===== config.mk =====
export PLATFORM = sky130hd
export DESIGN_NAME = ad_output_formatter
export DESIGN_NICKNAME = d
export VERILOG_FILES = /design/src/rtl/ad_output_formatter.sv
export SDC_FILE = /design/constraint.sdc
export NUM_CORES = 1
export LEC_CHECK = 0
export ABC_AREA = 1
export CORE_UTILIZATION = 50
export CTS_CLUSTER_SIZE = 20
export DETAILED_ROUTE_END_ITERATION = 8
export PLACE_DENSITY_LB_ADDON = 0.25
export SETUP_SLACK_MARGIN = 0.4
export SYNTH_ARGS = -nofsm -noshare
export SYNTH_HDL_FRONTEND = slang
export SYNTH_SLANG_ARGS = --single-unit
export TNS_END_PERCENT = 100

===== constraint.sdc =====
create_clock -name clk -period 3.25 [get_ports clk]
set_input_delay 0.65 -clock clk [delete_from_list [all_inputs] [get_ports clk]]
set_output_delay 0.65 -clock clk [all_outputs]
set_load 0.03 [all_outputs]

===== src/rtl/ad_output_formatter.sv =====
// ad_output_formatter
//
// Output formatting stage for the AD9970 simulation model. It sits between
// the pixel pipeline and the LVDS serialiser model and has one lane per
// output channel. The pipeline has four register levels:
//   stage 1  : per-lane source mux (pixel / fixed / ramp / toggle)
//   stage 2a : alignment delay, first register
//   stage 2b : alignment delay, second register
//   stage 3  : output register, where sync words can replace the stream
// Data sampled at edge t is on ov_pix_data after edge t+3. A sync request
// sampled at edge t puts sync word 0 on the output after edge t.
//
// Handshake: there is no backpressure. i_pix_valid qualifies iv_pix_data in
// the same cycle. o_data_valid qualifies ov_pix_data in the same cycle. Sync
// words replace any stream words that reach the output register during a
// sequence, and those stream words are lost.
//
// Build option: define AD_OUTPUT_RAMP_EN to build the ramp generator. When it
// is undefined, mode 2 gives pixel data, exactly as mode 0 does.
//
// Ports:
//   clk             pixel clock, rising edge
//   reset           synchronous, active-high
//   iv_pix_data     CH_NUM pixels; channel c is at [c*DATA_WIDTH +: DATA_WIDTH]
//   i_pix_valid     iv_pix_data is valid
//   iv_pattern_mode 0 pixel, 1 fixed, 2 ramp, 3 toggle
//   iv_lvds_pattern fixed pattern value and toggle base
//   i_sync_start    one-cycle request to start a sync sequence
//   iv_sync_word    SYNC_LEN words; word k is at [k*OUT_WIDTH +: OUT_WIDTH]
//   o_sync_busy     high while sync words 1..SYNC_LEN-1 are on the output
//   ov_pix_data     registered formatted output, CH_NUM words
//   o_data_valid    ov_pix_data is valid
module ad_output_formatter #(
  parameter int DATA_WIDTH = 14,
  parameter int OUT_WIDTH  = 16,
  parameter int CH_NUM     = 2,
  parameter int SYNC_LEN   = 4
) (
  input  logic                           clk,
  input  logic                           reset,
  input  logic [DATA_WIDTH*CH_NUM-1:0]   iv_pix_data,
  input  logic                           i_pix_valid,
  input  logic [1:0]                     iv_pattern_mode,
  input  logic [OUT_WIDTH-1:0]           iv_lvds_pattern,
  input  logic                           i_sync_start,
  input  logic [OUT_WIDTH*SYNC_LEN-1:0]  iv_sync_word,
  output logic                           o_sync_busy,
  output logic [OUT_WIDTH*CH_NUM-1:0]    ov_pix_data,
  output logic                           o_data_valid
);

  localparam int PW   = OUT_WIDTH * CH_NUM;
  localparam int IDXW = (SYNC_LEN > 1) ? $clog2(SYNC_LEN) : 1;
  localparam logic [IDXW-1:0] LAST_IDX = IDXW'(SYNC_LEN - 1);

  typedef enum logic {
    IDLE = 1'b0,
    SYNC = 1'b1
  } state_t;

  logic [PW-1:0] s1_next;
  logic [PW-1:0] s1_data;
  logic          s1_valid;
  logic [PW-1:0] s2a_data;
  logic          s2a_valid;
  logic [PW-1:0] s2b_data;
  logic          s2b_valid;
  logic          toggle_ph;

  state_t        state;
  state_t        state_next;
  logic [IDXW-1:0] idx;
  logic [IDXW-1:0] idx_next;
  logic [PW-1:0] out_data;
  logic [PW-1:0] out_next;
  logic          out_valid;
  logic          out_valid_next;
  logic          busy;

  logic [OUT_WIDTH-1:0] sync_words [SYNC_LEN];

`ifdef AD_OUTPUT_RAMP_EN
  logic [OUT_WIDTH-1:0] ramp_cnt;

  // The ramp counter advances only on valid ramp-mode cycles. It keeps its
  // value across mode changes, so a ramp continues where it stopped.
  always_ff @(posedge clk) begin
    if (reset) begin
      ramp_cnt <= '0;
    end else if (i_pix_valid && (iv_pattern_mode == 2'd2)) begin
      ramp_cnt <= ramp_cnt + 1'b1;
    end
  end
`endif

  // ---------------- stage 1: per-lane source mux ----------------
  for (genvar c = 0; c < CH_NUM; c++) begin : g_lane
    logic [OUT_WIDTH-1:0] pix_word;
    logic [OUT_WIDTH-1:0] lane_word;

    // The pixel is MSB-aligned in the wider output word, with zero padding
    // in the low bits.
    assign pix_word = OUT_WIDTH'(iv_pix_data[c*DATA_WIDTH +: DATA_WIDTH])
                      << (OUT_WIDTH - DATA_WIDTH);

    always_comb begin
      lane_word = pix_word;
      case (iv_pattern_mode)
        2'd1:    lane_word = iv_lvds_pattern;
`ifdef AD_OUTPUT_RAMP_EN
        2'd2:    lane_word = ramp_cnt + OUT_WIDTH'(c);
`endif
        2'd3:    lane_word = toggle_ph ? ~iv_lvds_pattern : iv_lvds_pattern;
        default: lane_word = pix_word;
      endcase
    end

    assign s1_next[c*OUT_WIDTH +: OUT_WIDTH] = lane_word;
  end

  for (genvar k = 0; k < SYNC_LEN; k++) begin : g_sync_word
    assign sync_words[k] = iv_sync_word[k*OUT_WIDTH +: OUT_WIDTH];
  end

  // ---------------- stage 1 and 2: source and alignment registers ----------------
  always_ff @(posedge clk) begin
    if (reset) begin
      s1_data   <= '0;
      s1_valid  <= 1'b0;
      s2a_data  <= '0;
      s2a_valid <= 1'b0;
      s2b_data  <= '0;
      s2b_valid <= 1'b0;
      toggle_ph <= 1'b0;
    end else begin
      s1_data   <= s1_next;
      s1_valid  <= i_pix_valid;
      s2a_data  <= s1_data;
      s2a_valid <= s1_valid;
      s2b_data  <= s2a_data;
      s2b_valid <= s2a_valid;
      if (i_pix_valid && (iv_pattern_mode == 2'd3)) begin
        toggle_ph <= ~toggle_ph;
      end
    end
  end

  // ---------------- stage 3: sync replacement FSM ----------------
  always_comb begin
    state_next     = state;
    idx_next       = idx;
    out_next       = s2b_data;
    out_valid_next = s2b_valid;
    case (state)
      IDLE: begin
        if (i_sync_start) begin
          out_next       = {CH_NUM{sync_words[0]}};
          out_valid_next = 1'b1;
          if (SYNC_LEN > 1) begin
            state_next = SYNC;
            idx_next   = IDXW'(1);
          end
        end
      end
      SYNC: begin
        // A new start request is ignored here and is not queued.
        out_next       = {CH_NUM{sync_words[idx]}};
        out_valid_next = 1'b1;
        if (idx == LAST_IDX) begin
          state_next = IDLE;
          idx_next   = '0;
        end else begin
          idx_next = idx + 1'b1;
        end
      end
      default: begin
        state_next = IDLE;
        idx_next   = '0;
      end
    endcase
  end

  // busy is registered next to the output word, so it is high exactly while
  // words 1..SYNC_LEN-1 are on ov_pix_data. The FSM is in SYNC on the edge
  // that loads each of those words.
  always_ff @(posedge clk) begin
    if (reset) begin
      state     <= IDLE;
      idx       <= '0;
      out_data  <= '0;
      out_valid <= 1'b0;
      busy      <= 1'b0;
    end else begin
      state     <= state_next;
      idx       <= idx_next;
      out_data  <= out_next;
      out_valid <= out_valid_next;
      busy      <= (state == SYNC);
    end
  end

  assign ov_pix_data  = out_data;
  assign o_data_valid = out_valid;
  assign o_sync_busy  = busy;

endmodule


# Word-level counts from Yosys, hierarchy flattened

Index checks and enable logic that the tools add are counted.

Flip-flop bits (word level): 137
Input port bits: 114
Output and inout bits: 34
Word-level logic and storage cells: 39

Add/subtract/negate cells: 1
Order comparisons: 1
Eq/ne operators: 4
Mux-type cells: 16
Bitwise logic cells: 4
Reduce and logical (&&, ||, !) cells: 1

Operators by type and width:

| operator                                                         | count |
|---|---|
| 16-bit case mux with 2 select lines                              | 2 |
| 32-bit case mux with 2 select lines                              | 1 |
| 16-bit 2-to-1 mux                                                | 3 |
| 16-bit binary-select mux with 2-bit select                       | 1 |
| 32-bit 2-to-1 mux                                                | 1 |
| 16-bit NOT                                                       | 1 |
| 2-bit == test (second input constant)                            | 2 |
| 2-bit 2-to-1 mux                                                 | 2 |
| 1-bit case mux with 2 select lines                               | 2 |
| 2-bit case mux with 2 select lines                               | 1 |
| 3-bit greater-or-equal comparator (second input constant)        | 1 |
| 1-bit 2-to-1 mux                                                 | 3 |
| 2-bit NOT with 3-bit output                                      | 1 |
| 2-bit by 1-bit adder with 2-bit output (second input constant)   | 1 |
| 2-bit by 1-bit == test with 1-bit output (second input constant) | 1 |
| 2-bit inequality test (second input constant)                    | 1 |
| 1-bit NOT                                                        | 2 |
| 1-bit logical AND                                                | 1 |

# Logic depth before layout (Yosys ltp)

Gate-level depths: netlist of the first run.

Depth after elaboration: 5
Gate-level depth with buffers: 8
Gate-level depth less buffers: 6

# Least setup slack after synthesis of the first run

No wires, ideal clock.

Path type: register -> output
From: register out_data[16] (netlist: ov_pix_data[16])
To: output ov_pix_data[16]
Arrival time: 0.700 ns
Required time: 2.600 ns
Setup slack: 1.900 ns
Cell stages (with the launch flop): 2
Cells stage by stage: dfxtp_1 > buf_4

RTL lines:

| what                   | RTL line | RTL |
|---|---|---|
| from (decl)            | 74       | `logic [PW-1:0] out_data;` |
| from (signal assigned) | 196      | `out_data <= out_next;` |
| to (decl)              | 48       | `output logic [OUT_WIDTH*CH_NUM-1:0] ov_pix_data,` |

No word-level cell between the ends.

# Final worst setup path of the first run

From: register out_data[3] (netlist: ov_pix_data[3])
To: output ov_pix_data[3]

No word-level cell between the ends.

==> flow_summary_export.csv, run 1 <==
group,metric,value,unit
yosys,synth_mux_area_frac,0,
sta,fin_skew,8.11,ps
yosys,synth_area_leaders,"dfxtp_1 (51%), inv_1 (10%), a21oi_1 (10%)",
clock_tree,holdBufCountCts,0,
worst_setup_path,required,2600,ps
worst_setup_path,r2r_cells,5,
sta,max_slew_margin,0.411,
worst_setup_path,path_buf_inv,1,
sta,rsz0062_at_grt,"false",
die,die_h,103,um
clock_tree,insertion_delay,510,ps
clock_tree,cts_resized,0,
cells_and_area,finalCoreUtilization,0.720,
cells_and_area,drive_gt1_frac,0.0620,
sta,clock.fmax,464,MHz
route,drt_iter0_drc,164,
worst_setup_path,rr_endpoint,"ov_pix_data[28]",
cells_and_area,layout_common_cells,"clkdlybuf4s50_1 (146), inv_1 (138), dfxtp_1 (129)",
placed_design,gp_congestion,0.789,
cells_and_area,diodes,0,
worst_setup_path,path_depth,1,
grt,grt_first_pass_wirelength,17.0,mm
power_and_ir_drop,irDropWorstVdd,0.000513,V
worst_setup_path,cp-start-kind,"flop",
power_and_ir_drop,combPwrFrac,0.139,
clock_tree,clock-sinks,129,
sta,finalSetupViolations,0,
yosys,syn-num-nets,794,
cells_and_area,fill_cells,785,
worst_setup_path,r2r_slack,1500,ps
power_and_ir_drop,p_per_area,581,mW/mm^2
power_and_ir_drop,pwr-share-seq,0.415,
clock_tree,post-cts-setup-buffers,0,
die,start_util,0.518,
power_and_ir_drop,cellLeakagePower,3.16,nW
die,dieArea,0.0106,mm^2
yosys,synthXorXnorAreaFrac,0.00345,
placed_design,preCtsSetupSlack,898,ps
die,boundaryPins,148,
sta,period_minus_slack,2160,ps
grt,antenna_found_initial,0,
power_and_ir_drop,power.switching,0.984,mW
clock_tree,cts_tree,"built",
die,core.rowCount,36,
yosys,synth-compound-area-share,0.127,
worst_setup_path,critical_path.startpoint,"ov_pix_data[3]",
worst_setup_path,max_stage_delay,680,ps
route,route.detailed.drc,0,
worst_setup_path,setup.worst_path.end,"ov_pix_data[3]",
placed_design,io_buffers,147,
sta,tightestPinTransition,882,ps
route,routedWlPerCell,10.9,um
die,core,0.00982,mm^2
worst_setup_path,crit_fanout,1,
worst_setup_path,path_cells,"clkdlybuf4s50_1",
power_and_ir_drop,internal-power,3.12,mW
power_and_ir_drop,clkPwrFrac,0.446,
min_path,hold_class,"reg2reg",
yosys,synth_top_area_frac,0.508,
sta,whs,400,ps
run,cap_violations,0,
clock_tree,cts_root_buffer,"clkbuf_8",
route,detail-route-antenna-nets,0,
die,die_w,103,um
route,routed-via-count,4228,
grt,grt-ovfl-total,0,
worst_setup_path,cp_slowest_cell,"clkdlybuf4s50_1",
clock_tree,cts.clk_slew.worst_paths,60,ps
clock_tree,cts_buffers,17,
route,drt-total-wl,10.4,mm
grt,track_usage,0.208,
sta,period_share,0.663,
cells_and_area,fin_nets,924,
yosys,yosys.area.top_type,"dfxtp_1",
placed_design,dp_hpwl,7.29,mm
yosys,synth-seq-cells,129,
yosys,synthDistinctLibCells,23,
outcome,status,"complete, no violations",
cells_and_area,final_common_cell,"clkdlybuf4s50_1",
yosys,syn_area_per_cell,7.49,um^2
yosys,ys_seq_area_frac,0.508,
yosys,synth.yosys.warnings,0,
yosys,synthesis.area,0.00508,mm^2
worst_setup_path,rr_startpoint,"idx[1]",
grt,grt_max_degree,57,
sta,finalHoldViolations,0,
clock_tree,cts_max_path_buffers,2,
sta,setup_ws,1090,ps
yosys,syn_inst,679,
power_and_ir_drop,p_sw_frac,0.240,
route,drtPass1Iterations,5,
worst_setup_path,path_delay_family,"buffers and inverters",
clock_tree,htreeDepth,4,
cells_and_area,syn2layout_area_growth,39.0,%
worst_setup_path,endpoint_kind,"primary output",
worst_setup_path,crit_type,"reg2out",
yosys,synth-simple-area-share,0.200,
route,viasPerCell,4.43,
grt,grt_pass1_vias,3952,
yosys,synth_top_family_by_area,"simple AND/OR/NAND/NOR gates",
yosys,synth-adder-area-share,0.00246,
worst_setup_path,worstPathArrival,1510,ps
sta,final_max_slew_viol_count,0,
sta,tns,0,ps
cells in the mapped netlist, drive strengths merged:
master  count
inv       141
dfxtp     129
o21ai      22
nand3      30
a21oi     102
buf        31
a32o        1
clkinv      1
xor2        2
a22oi       2
ha          1
nor2       89
clkbuf      8
nand2     120
worst min path at each step:
stage | startpoint | to | slack (ps) | cells past startpoint
2_1_floorplan | s1_data[10] | s2a_data[10] | 390 | 2
3_3_place_gp | s2a_data[10] | s2b_data[10] | 390 | 2
3_5_place_dp | s2a_data[26] | s2b_data[26] | 390 | 2
4_1_cts | s2a_data[26] | s2b_data[26] | 400 | 2
5_1_grt | s1_data[27] | s2a_data[27] | 410 | 2
6_report | s1_data[10] | s2a_data[10] | 400 | 2
registers in the layout (all words and copies together) (netlist names), 2 cells and up:
name and flops:
s2a_data 30, ov_pix_data 30, s1_data 30, idx 2, s2b_data 30
power by group through the flow:
stage          Combinational, mW  Sequential (mW)  Clock (mW)
2_1_floorplan              0.290             1.79           0
3_3_place_gp               0.556             1.74           0
3_5_place_dp               0.566             1.74           0
4_1_cts                    0.573             1.71        1.86
5_1_grt                    0.632             1.72        1.93
6_report                   0.572             1.71        1.83
cells by family after synthesis:
family / Yosys count
AO/OA/AOI/OAI: 127
XOR/XNOR: 2
adder cells (fa/ha/maj): 1
buffers and inverters: 181
flip-flops: 129
AND/OR/NAND/NOR: 239
layer usage:
metal  share of wire  track usage
met2            0.43        0.335
met4           0.014       0.0953
met5               0            0
met3           0.098       0.0631
met1            0.46        0.256
layout make-up:
| class | count | area (um^2) | area share |
|---|---|---|---|
| clock buffer | 18 | 428 | 0.0605 |
| clock inverter | 14 | 165 | 0.0234 |
| inverter | 142 | 542 | 0.0767 |
| multi-input combinational | 369 | 1690 | 0.240 |
| sequential | 129 | 2580 | 0.365 |
| tap | 133 | 166 | 0.0235 |
| timing repair buffer | 150 | 1490 | 0.211 |
stage by stage:
step | cells | cell area (um^2) | total power [mW]
global placement | 923 | 6470 | 2.29
floorplan | 679 | 5080 | 2.08
detailed placement | 923 | 6470 | 2.31
CTS | 955 | 7070 | 4.14
finish | 955 | 7070 | 4.11
global route | 955 | 7070 | 4.28
Power figures use the tool's default switching activity.
==> run 2, diff against run 1 <==
CORE_UTILIZATION = 47   (was 50)
clock period = 2.2 ns   (was 3.25 ns; I/O delays follow)
==> run 2 against run 1 <==
Effect of this change:
- combinational power up 46%
- register-to-register slack worse by 690 ps
- clock-buffer cell count up 3
- die area up 6.3%
- total power up 40%
- global-route usage down 1.5 points
- routed wire length up 0.49%
- clock power up 32%
- via count up 0.85%
- worst hold slack worse by 63 ps
- first-iteration DRC count up 14%
- sequential cell count unchanged
- critical endpoint is now ov_pix_data[23]
- largest cell class unchanged
- largest power group is now sequential cells
==> flow_summary_export.csv, run 2 (synthesis gave the netlist of run 1 again) <==
group,metric,value,unit
sta,tns,0,ps
route,drt_iter0_drc,187,
grt,track_usage,0.193,
die,core,0.0104,mm^2
worst_setup_path,cp_slowest_cell,"dlygate4sd2_1",
sta,setup_ws,542,ps
cells_and_area,final_cells,964,
clock_tree,cts_tree,"built",
route,drt-total-wl,10.5,mm
route,drtPass1Iterations,4,
worst_setup_path,worstPathArrival,1220,ps
power_and_ir_drop,cellLeakagePower,3.28,nW
sta,rsz0062_at_grt,"false",
placed_design,io_buffers,147,
cells_and_area,diodes,0,
route,routedWlPerCell,10.8,um
cells_and_area,drive_gt1_frac,0.0652,
cells_and_area,final_cell_area,0.00702,mm^2
worst_setup_path,crit_fanout,1,
sta,clock.fmax,603,MHz
sta,final_max_slew_viol_count,0,
worst_setup_path,endpoint_kind,"primary output",
worst_setup_path,path_buf_inv,1,
sta,whs,337,ps
sta,period_minus_slack,1660,ps
clock_tree,cts_resized,34,
worst_setup_path,critical_path.startpoint,"ov_pix_data[23]",
clock_tree,cts_root_buffer,"clkbuf_8",
clock_tree,holdBufCountCts,0,
cells_and_area,ff_latch_area,0.00258,mm^2
cells_and_area,syn2layout_area_growth,38.1,%
sta,fin_skew,10.4,ps
min_path,hold_start,"reset",
worst_setup_path,crit_type,"reg2out",
die,boundaryPins,148,
sta,finalSetupViolations,0,
clock_tree,cts.clk_slew.worst_paths,60,ps
min_path,hold_class,"in2reg",
cells_and_area,fill_cells,916,
cells_and_area,multi_input_area,0.00169,mm^2
power_and_ir_drop,irDropWorstVdd,0.000699,V
clock_tree,clock-sinks,129,
die,die_w,106,um
route,viasPerCell,4.42,
worst_setup_path,path_cells,"dlygate4sd2_1",
die,start_util,0.488,
die,core.rowCount,37,
sta,max_slew_margin,0.618,
sta,finalHoldViolations,0,
clock_tree,post-cts-setup-buffers,0,
route,route.detailed.drc,0,
worst_setup_path,required,1760,ps
sta,period_share,0.754,
placed_design,preCtsSetupSlack,405,ps
worst_setup_path,max_stage_delay,400,ps
grt,grt_pass1_vias,3934,
worst_setup_path,cp-start-kind,"flop",
clock_tree,cts_buffers,17,
power_and_ir_drop,p_per_area,822,mW/mm^2
clock_tree,insertion_delay,500,ps
cells_and_area,fin_nets,930,
placed_design,placed_cells,932,
run,cap_violations,0,
placed_design,dp_hpwl,7.56,mm
clock_tree,htreeDepth,4,
placed_design,gp_congestion,0.805,
grt,grt-ovfl-total,0,
clock_tree,cts_max_path_buffers,2,
die,dieArea,0.0112,mm^2
route,detail-route-antenna-nets,0,
placed_design,place_area,0.00654,mm^2
worst_setup_path,path_delay_family,"buffers and inverters",
grt,antenna_found_initial,0,
cells_and_area,layout_common_cells,"inv_1 (138), dfxtp_1 (129), nand2_1 (119)",
grt,grt_max_degree,43,
sta,tightestPinTransition,573,ps
cells_and_area,final_common_cell,"inv_1",
outcome,status,"complete, no violations",
route,routed-via-count,4264,
die,die_h,106,um
grt,grt_first_pass_wirelength,17.5,mm
worst_setup_path,rr_startpoint,"idx[0]",
## run 2: cell count changes in the layout (fill, tap and decap cells not counted)
cell,before,now
clkinvlp_4,2,4
dlygate4sd2_1,0,34
clkbuf_1,0,3
clkinv_4,4,0
buf_4,4,9
clkdlybuf4s50_1,146,112
buf_12,0,1
clkinv_2,6,7
bufinv_16,3,1
## run 2: metal layers
layer / wire, um / share of wire / vias to the layer above / GRT usage
met4: 125 / 0.012 / 0 / 0.0655
met1: 5150 / 0.49 / 1769 / 0.259
met2: 4360 / 0.42 / 169 / 0.303
met5: 0 / 0 / - / 0
li1: - / - / 2311 / -
met3: 818 / 0.078 / 15 / 0.0472
## run 2: where the power goes
| group | switching [mW] | internal, mW |
|---|---|---|
| Sequential | 0.0423 | 2.47 |
| Combinational | 0.459 | 0.374 |
| Clock | 0.915 | 1.51 |
| Total | 1.42 | 4.36 |
## run 2: layout make-up
cell class,instances,area share
clock buffers,21,0.0625
clock inverters,11,0.0128
inverters,142,0.0771
multi-input cells,369,0.241
flip-flops and latches,129,0.368
well taps,136,0.0242
repair buffers,156,0.215
## run 2: final timing paths
path,endpoint,slack [ps],cells after the start
worst max-delay path,ov_pix_data[23],540,1
worst min-delay path,s2b_data[11],340,2
worst min register to register,s2a_data[19],400,2
worst max register to register,ov_pix_data[29],810,6
## run 2: metrics by stage
step                 util  total power, mW
floorplan               -             3.07
global route        0.674             6.04
finish              0.674             5.77
global placement    0.628             3.40
CTS                 0.674             5.82
detailed placement  0.628             3.43
==> run 3, diff against run 2 <==
CORE_UTILIZATION = 43   (was 47)
clock period = 1.5 ns   (was 2.2 ns; I/O delays follow)
==> run 3 against run 2 <==
Effect of this change:
- utilization decreased by 1.3 points
- setup slack got worse by 210 ps
- clock-buffer cell count unchanged
==> flow_summary_export.csv, run 3 (synthesis gave the netlist of run 1 again) <==
group,metric,value,unit
die,boundaryPins,148,
worst_setup_path,path_buf_inv,1,
worst_setup_path,endpoint_kind,"primary output",
worst_setup_path,worstPathArrival,870,ps
placed_design,gp_congestion,0.791,
route,route.detailed.drc,0,
sta,whs,237,ps
die,core,0.0115,mm^2
clock_tree,cts_buffers,17,
cells_and_area,drive_gt1_frac,0.191,
route,routed-via-count,4358,
die,start_util,0.443,
route,drt_iter0_drc,268,
cells_and_area,finalCoreUtilization,0.661,
min_path,holdPathStages,2,
clock_tree,clock-sinks,129,
grt,grt_first_pass_wirelength,18.9,mm
grt,antenna_found_initial,0,
grt,grt_pass1_vias,4164,
worst_setup_path,rr_endpoint,"ov_pix_data[23]",
grt,grt-ovfl-total,0,
power_and_ir_drop,irDropWorstVdd,0.000661,V
die,die_w,111,um
route,drtPass1Iterations,4,
clock_tree,cts.clk_slew.worst_paths,50,ps
grt,grt_max_degree,51,
worst_setup_path,rr_startpoint,"idx[0]",
cells_and_area,fin_nets,945,
worst_setup_path,r2r_cells,6,
sta,finalHoldViolations,0,
min_path,hold_path_end,"state",
grt,track_usage,0.188,
cells_and_area,syn2layout_area_growth,49.1,%
worst_setup_path,path_cells,"buf_6",
sta,rsz0062_at_grt,"true",
route,viasPerCell,4.42,
route,detail-route-antenna-nets,0,
sta,tightestPinTransition,329,ps
die,core.rowCount,39,
power_and_ir_drop,cellLeakagePower,3.47,nW
sta,final_max_slew_viol_count,0,
sta,max_slew_margin,0.780,
min_path,hold_start,"reset",
sta,clock.fmax,855,MHz
worst_setup_path,r2r_slack,380,ps
worst_setup_path,cp_slowest_cell,"dfxtp_2",
worst_setup_path,path_delay_family,"flip-flops",
cells_and_area,final_common_cell,"inv_1",
worst_setup_path,max_stage_delay,340,ps
worst_setup_path,required,1200,ps
outcome,status,"complete, no violations",
worst_setup_path,crit_type,"reg2out",
sta,finalSetupViolations,0,
route,drt-total-wl,11.4,mm
worst_setup_path,critical_path.startpoint,"ov_pix_data[17]",
clock_tree,cts_tree,"built",
sta,period_minus_slack,1170,ps
clock_tree,insertion_delay,400,ps
placed_design,preCtsSetupSlack,-91.9,ps
min_path,hold_class,"in2reg",
clock_tree,cts_root_buffer,"clkbuf_16",
die,dieArea,0.0123,mm^2
die,die_h,111,um
run,cap_violations,0,
sta,setup_ws,331,ps
cells_and_area,layout_common_cells,"inv_1 (137), nand2_1 (117), clkdlybuf4s50_1 (109)",
worst_setup_path,cp-start-kind,"flop",
placed_design,io_buffers,147,
sta,period_share,0.780,
worst_setup_path,crit_fanout,2,
clock_tree,cts_max_path_buffers,2,
power_and_ir_drop,p_per_area,1200,mW/mm^2
sta,fin_skew,5.32,ps
route,routedWlPerCell,11.6,um
cells_and_area,diodes,0,
clock_tree,htreeDepth,4,
placed_design,dp_hpwl,7.71,mm
run 3: changes by cell type in the layout (fill, tap and decap cells not counted), sizes merged:
cell,before,now
clkinv,7,8
clkinvlp,4,2
bufinv,1,2
buf,10,56
clkdlybuf4s50,112,109
clkbuf,21,24
dlygate4sd2,34,1
dlymetal6s2s,0,2
run 3: power breakdown:
part           total (mW)  switching (mW)  internal [mW]
sequential           3.73          0.0903           3.64
clock                3.92            1.33           2.59
combinational        1.43           0.715          0.710
total                9.08            2.13           6.95
run 3: cell type report:
| cell class | instances | area [um^2] |
|---|---|---|
| flip-flops and latches | 129 | 2630 |
| fillers | 980 | 3890 |
| repair buffers | 171 | 1850 |
| inverters | 142 | 551 |
| clock buffers | 21 | 480 |
| well taps | 143 | 179 |
| clock inverters | 11 | 110 |
| multi-input cells | 369 | 1770 |
run 3: worst max-delay path by stage:
stage | endpoint | slack, ps | cells past startpoint
global route | ov_pix_data[8] | 290 | 6
CTS | ov_pix_data[17] | 310 | 1
finish | ov_pix_data[17] | 330 | 1
detailed placement | ov_pix_data[15] | -90 | 6
floorplan | ov_pix_data[10] | 440 | 7
global placement | ov_pix_data[15] | -6 | 6
run 3: worst reg2reg max path, delay by kind of cell (launching register included):
kind	cells	cell delay, ps
compound gates	1	70
buf+inv	1	190
simple gates	4	290
flops	1	450
run 3: metal layers:
| layer | global-route usage | part of all wire | up-vias |
|---|---|---|---|
| li1 | - | - | 2343 |
| met1 | 0.246 | 0.47 | 1817 |
| met2 | 0.289 | 0.45 | 177 |
| met3 | 0.0498 | 0.059 | 21 |
| met4 | 0.0844 | 0.021 | 0 |
| met5 | 0 | 0 | - |
run 3: what timing repair did:
action                                  4_1_cts  5_1_grt
hold buffers                                  0        0
gates cloned                                  1        3
gates resized for setup                     285       29
buffers inserted                              1        2
endpoints found under the setup margin       69       92
pin swaps                                     1        8
run 3: through the flow:
step / cell area, um^2 / std cells / TNS (ps) / power, mW
after floorplan: 5080 / 679 / 0 / 4.51
after global placement: 6670 / 947 / -12.4 / 5.04
after detailed placement: 6670 / 947 / -1230 / 5.07
after CTS: 7410 / 981 / 0 / 9.09
after global routing: 7580 / 986 / 0 / 9.49
final: 7580 / 986 / 0 / 9.08
